<file path="src/rtl/noc_params.sv">
// Shared NoC types: flit layout, flit labels and the VC count used by router port stages.
package noc_params;

  localparam int VC_NUM = 4;
  localparam int VC_W   = $clog2(VC_NUM);
  localparam int DATA_W = 16;

  typedef enum logic [1:0] {HEAD, BODY, TAIL, HEADTAIL} flit_label_t;
  typedef logic [VC_W-1:0] vc_id_t;

  typedef struct packed {
    flit_label_t         flit_label;
    vc_id_t              vc_id;
    logic [DATA_W-1:0]   data;
  } flit_t;

endpackage

</file>
<file path="src/rtl/output_link_ctrl.sv">
// Output stage of a router port: registers the crossbar flit onto the link and
// keeps per-VC credit counts and packet-open state for the downstream input buffers.
module output_link_ctrl
  import noc_params::*;
#(
  parameter  int BUFFER_SIZE = 8,
  localparam int CREDIT_W    = $clog2(BUFFER_SIZE + 1)
) (
  input  logic              clk,
  input  logic              rst,
  input  flit_t             data_i,
  input  logic              valid_flit_i,
  input  logic              credit_i,
  input  logic [VC_W-1:0]   credit_vc_i,
  output flit_t             data_o,
  output logic              valid_flit_o,
  output logic [VC_NUM-1:0] has_credit_o,
  output logic [VC_NUM-1:0] vc_idle_o,
  output logic              error_o
);

  localparam logic [CREDIT_W-1:0] FULL = CREDIT_W'(BUFFER_SIZE);
  localparam logic [CREDIT_W-1:0] ONE  = CREDIT_W'(1);

  logic [VC_NUM-1:0] accept;
  logic [VC_NUM-1:0] err_vc;

  flit_t data_q;
  logic  valid_q;
  logic  error_q;

  generate
    for (genvar gi = 0; gi < VC_NUM; gi++) begin : g_vc
      localparam vc_id_t VC = vc_id_t'(gi);

      logic [CREDIT_W-1:0] credit_q, credit_d;
      logic                open_q, open_d;
      logic                send_hit, cred_hit, accept_l, overflow, proto_err;

      assign send_hit = valid_flit_i && (data_i.vc_id == VC);
      assign cred_hit = credit_i && (credit_vc_i == VC);
      assign accept_l = send_hit && (credit_q != '0);
      // A credit beyond the buffer depth is meaningless unless a send consumes one this cycle.
      assign overflow = cred_hit && !accept_l && (credit_q == FULL);

      always_comb begin
        credit_d = credit_q;
        if (accept_l && !cred_hit) begin
          credit_d = credit_q - ONE;
        end else if (cred_hit && !accept_l && (credit_q != FULL)) begin
          credit_d = credit_q + ONE;
        end
      end

      always_comb begin
        open_d    = open_q;
        proto_err = 1'b0;
        if (accept_l) begin
          case (data_i.flit_label)
            HEAD: begin
              proto_err = open_q;
              open_d    = 1'b1;
            end
            TAIL: begin
              proto_err = !open_q;
              open_d    = 1'b0;
            end
            BODY:    proto_err = !open_q;
            default: proto_err = 1'b0;
          endcase
        end
      end

      always_ff @(posedge clk) begin
        if (rst) begin
          credit_q <= FULL;
          open_q   <= 1'b0;
        end else begin
          credit_q <= credit_d;
          open_q   <= open_d;
        end
      end

      assign accept[gi]       = accept_l;
      assign err_vc[gi]       = (send_hit && !accept_l) || overflow || proto_err;
      assign has_credit_o[gi] = (credit_q != '0);
      assign vc_idle_o[gi]    = !open_q && (credit_q == FULL);
    end
  endgenerate

  // data_q only loads on an accepted send so the link holds its last flit while idle.
  always_ff @(posedge clk) begin
    if (rst) begin
      data_q  <= '0;
      valid_q <= 1'b0;
      error_q <= 1'b0;
    end else begin
      valid_q <= |accept;
      if (|accept) begin
        data_q <= data_i;
      end
      if (|err_vc) begin
        error_q <= 1'b1;
      end
    end
  end

  assign data_o       = data_q;
  assign valid_flit_o = valid_q;
  assign error_o      = error_q;

endmodule

</file>
<file path="config.mk">
export PLATFORM = sky130hd
export DESIGN_NAME = output_link_ctrl
export DESIGN_NICKNAME = d
export VERILOG_FILES = /design/src/rtl/noc_params.sv /design/src/rtl/output_link_ctrl.sv
export SDC_FILE = /design/constraint.sdc
export NUM_CORES = 1
export LEC_CHECK = 0
export CAP_MARGIN = 40
export CORE_ASPECT_RATIO = 1.4
export CORE_MARGIN = 1
export CORE_UTILIZATION = 39
export DETAILED_ROUTE_END_ITERATION = 8
export GPL_TIMING_DRIVEN = 1
export PLACE_DENSITY = 0.66
export SKIP_CTS_REPAIR_TIMING = 1
export SKIP_LAST_GASP = 1
export SLEW_MARGIN = 20
export SYNTH_ARGS = -nofsm -noshare
export SYNTH_HDL_FRONTEND = slang
export SYNTH_SLANG_ARGS = --single-unit
</file>
<file path="constraint.sdc">
create_clock -name clk -period 4.9 [get_ports clk]
set_input_delay 0.98 -clock clk [delete_from_list [all_inputs] [get_ports clk]]
set_output_delay 0.98 -clock clk [all_outputs]
set_load 0.02 [all_outputs]
</file>
==> impl_metrics.csv <==
group,metric,value,unit
timing,timing.final.setup_violations,0,
floorplanning,placement_rows,32,
global_route,grt_util_all_layers,0.1826,
drt,wire_length_after_detailed_routing,5.124,mm
yosys,syn-instance-count,263,
power_and_ir_drop,vdd.ir_drop.worst,0.0001537,V
global_route,grt_max_degree,43,
power_and_ir_drop,leakage,1.117,nW
drt,detailedRoute.firstIterationViolations,87,
floorplanning,fp.coreArea,5485,um^2
floorplanning,starting_density_of_the_core,0.4031,
final_layout,finish.cell_count_without_fillers,382,
final_layout,final_layout_size_suffix_gt1_frac,0.07325,
global_route,antenna_found_initial,0,
floorplanning,boundaryPins,56,
yosys,synth.lib_cells_used.distinct,48,
floorplanning,dieWidth,65.64,um
power_and_ir_drop,power_density_over_the_cells,306.2,nW/um^2
timing,worst_pin_slew,0.6634,ns
final_layout,fin_area,2877,um^2
worst_hold_path,holdCritPathClass,"reg2reg",
drt,drc,0,
setup_path,data_arrival_time_of_the_critical_path,2.23,ns
clock_network,cts-buffers-inserted,5,
timing,worst_hold_slack,0.4511,ns
drt,remaining_number_of_nets_flagged_by_the_antenna_check_after_routing,0,
clock_network,clock_latency,0.30,ns
drt,via_per_inst,5.312,
timing,slew_headroom,0.5568,
floorplanning,die_height,91.09,um
timing,grt_setup_unrepaired,"false",
timing,timing_hold_violations_final,0,
clock_network,clk_root_buffer_cell,"sky130_fd_sc_hd__clkbuf_8",
final_layout,synth_to_layout_area_growth,30.11,%
yosys,synth.cell_area,2211,um^2
clock_network,ctsLongestPathBuffers,2,
timing,fraction_of_the_cycle_the_final_worst_path_needs,0.6546,
final_layout,final_net_count,346,
final_layout,layout.filler_cells,532,
clock_network,clk_transition_reported_paths,0.07,ns
final_layout,antenna_cells,0,
setup_path,criticalPathCategory,"reg2out",
timing,max_freq,0.3117,GHz
setup_path,crit_path_end_kind,"output pin",
yosys,mean_syn_cell_area,8.406,um^2
global_route,grt.overflow.total,0,
yosys,synth_top_flop_cell,"sky130_fd_sc_hd__dfxtp_1",
timing,fin_setup_tns,0,ns
clock_network,cts_sinks,42,
final_layout,fin_util,0.5244,
timing,fin_skew,0.009404,ns
flow_run,maxCapViolCount,0,
yosys,count_of_synthesis_stage_warnings_from_yosys,0,
clock_network,clock_tree.htree_level_count,2,
floorplanning,die_area,5978,um^2
setup_path,worst-endpoint-required,3.92,ns
placed_design,placed_standard_cell_area,2798,um^2
placed_design,io_buffer_count,55,
yosys,synth.net_count,295,
drt,wl_per_cell,13.41,um
timing,number_of_slew_limit_violations_in_the_final_report,0,
run_status,run_status,"completed",
setup_path,timing.critical_path.fanout_max,6,
global_route,grt_pass1_vias,1831,
yosys,asyncSetResetFlopFracSynth,0,
placed_design,place.detailed.hpwl,3.672,mm
timing,period_minus_slack,3.208,ns
yosys,synth_enable_flop_cells,0,
global_route,wire_length_of_the_first_global_routing_pass,8.535,mm
drt,drt-pass1-iter-count,4,
drt,dr_total_vias,2029,
setup_path,worst_setup_path_start_kind,"register",
yosys,synth_sequential_area_ratio,0.3803,
yosys,flip_flop_and_latch_count_after_synthesis,42,
placed_design,routability_congestion,0.7890,
placed_design,place.detailed.instances,375,
clock_network,tritoncts_clock_tree,"built",
==> state kept, by name, summed over array words and instances (netlist names) <==
| signal | cells |
|---|---|
| data_o | 20 |
| error_o | 1 |
| g_vc.credit_q | 16 |
| g_vc.open_q | 4 |
| valid_flit_o | 1 |
==> worst paths after layout <==
path / slack (ns) / start / endpoint / cells past startpoint
worst max register to register: 2.91 / g_vc[2].credit_q[0]$_SDFFE_PP0P_ / data_o[6]$_SDFFE_PP0P_ / 5
worst min-delay path: 0.45 / data_o[19]$_SDFFE_PP0P_ / data_o[19]$_SDFFE_PP0P_ / 2
worst min register to register: 0.45 / data_o[19]$_SDFFE_PP0P_ / data_o[19]$_SDFFE_PP0P_ / 2
worst max-delay path: 1.69 / g_vc[1].credit_q[0]$_SDFFE_PP0P_ / vc_idle_o[1] / 3
==> where the power goes <==
part	internal (mW)	total (mW)	switching [mW]
Clock	0.0957	0.212	0.116
Sequential	0.370	0.404	0.0334
Combinational	0.128	0.265	0.138
Total	0.594	0.881	0.287
==> layout by cell type (no fill, tap or decap), types with 2 or more instances in the layout <==
| cell | instances |
|---|---|
| sky130_fd_sc_hd__xor2_1 | 6 |
| sky130_fd_sc_hd__nor3_1 | 6 |
| sky130_fd_sc_hd__nand4_1 | 4 |
| sky130_fd_sc_hd__nor4_4 | 4 |
| sky130_fd_sc_hd__inv_1 | 6 |
| sky130_fd_sc_hd__and3b_1 | 3 |
| sky130_fd_sc_hd__clkinv_2 | 2 |
| sky130_fd_sc_hd__or4_1 | 3 |
| sky130_fd_sc_hd__mux2i_1 | 7 |
| sky130_fd_sc_hd__clkdlybuf4s50_1 | 55 |
| sky130_fd_sc_hd__nand2_1 | 49 |
| sky130_fd_sc_hd__a22oi_1 | 2 |
| sky130_fd_sc_hd__nand3_1 | 4 |
| sky130_fd_sc_hd__nand3b_1 | 3 |
| sky130_fd_sc_hd__a31oi_1 | 2 |
| sky130_fd_sc_hd__nor2_1 | 22 |
| sky130_fd_sc_hd__buf_4 | 2 |
| sky130_fd_sc_hd__o21ai_0 | 2 |
| sky130_fd_sc_hd__a21oi_1 | 28 |
| sky130_fd_sc_hd__xnor2_1 | 7 |
| sky130_fd_sc_hd__nor2b_1 | 3 |
| sky130_fd_sc_hd__ha_1 | 6 |
| sky130_fd_sc_hd__and3_1 | 2 |
| sky130_fd_sc_hd__o211a_1 | 2 |
| sky130_fd_sc_hd__o21bai_1 | 3 |
| sky130_fd_sc_hd__dfxtp_1 | 42 |
| sky130_fd_sc_hd__clkbuf_8 | 5 |
| sky130_fd_sc_hd__nor2_2 | 5 |
| sky130_fd_sc_hd__a211oi_1 | 7 |
| sky130_fd_sc_hd__o22ai_1 | 3 |
==> worst max-delay path, cell delays in order, from the launching register on <==
cell and delay (ns):
sky130_fd_sc_hd__dfxtp_1 0.38, sky130_fd_sc_hd__or4b_2 0.75, sky130_fd_sc_hd__nor2_1 0.18, sky130_fd_sc_hd__clkdlybuf4s50_1 0.63
==> final cells by class <==
| class | instances | area, um^2 | area share |
|---|---|---|---|
| Tap cell | 68 | 85.08 | 0.02958 |
| Sequential cell | 42 | 840.8 | 0.2923 |
| Multi-Input combinational cell | 202 | 1284 | 0.4463 |
| Clock inverter | 2 | 10.01 | 0.003480 |
| Clock buffer | 5 | 68.82 | 0.02392 |
| Timing Repair Buffer | 57 | 565.5 | 0.1966 |
| Inverter | 6 | 22.52 | 0.007829 |
==> cells in the mapped netlist, types with 4 or more instances <==
cell / number / area [um^2]
sky130_fd_sc_hd__a211oi_1: 7 / 52.55
sky130_fd_sc_hd__a21oi_1: 28 / 140.1
sky130_fd_sc_hd__buf_2: 5 / 25.02
sky130_fd_sc_hd__clkbuf_1: 5 / 18.77
sky130_fd_sc_hd__dfxtp_1: 42 / 840.8
sky130_fd_sc_hd__ha_1: 6 / 75.07
sky130_fd_sc_hd__inv_1: 6 / 22.52
sky130_fd_sc_hd__mux2i_1: 7 / 70.07
sky130_fd_sc_hd__nand2_1: 49 / 183.9
sky130_fd_sc_hd__nand3_1: 4 / 20.02
sky130_fd_sc_hd__nand4_1: 4 / 25.02
sky130_fd_sc_hd__nor2_1: 22 / 82.58
sky130_fd_sc_hd__nor2_2: 5 / 31.28
sky130_fd_sc_hd__nor3_1: 6 / 30.03
sky130_fd_sc_hd__nor4_4: 4 / 85.08
sky130_fd_sc_hd__xnor2_1: 7 / 61.31
sky130_fd_sc_hd__xor2_1: 6 / 52.55
==> per-layer routing <==
layer	global-route usage	vias up	routed length [um]
li1	-	1032	-
met1	0.2119	941	2297
met2	0.3155	48	2526
met3	0.03015	8	190
met4	0.08514	0	110
met5	0	-	0
==> through the flow <==
step	setup slack, ns	power [mW]
floorplan	2.305	0.5713
global placement	1.676	0.6749
detailed placement	1.642	0.6777
CTS	1.697	0.8930
global route	1.642	0.9325
finish	1.692	0.8807
==> kinds of logic (layout without fill, tap and decap cells) <==
group                    Yosys count  after routing  share of synthesized area
flip-flops                        42             42                     0.3803
AND/OR/NAND/NOR                  120            120                     0.2983
buffers and inverters             19             70                    0.04187
multiplexers                       7              7                    0.03169
XOR/XNOR                          13             13                    0.05150
adder cells (fa/ha/maj)            6              6                    0.03395
AO/OA/AOI/OAI                     56             56                     0.1624
(Power assumes the default switching activity.)
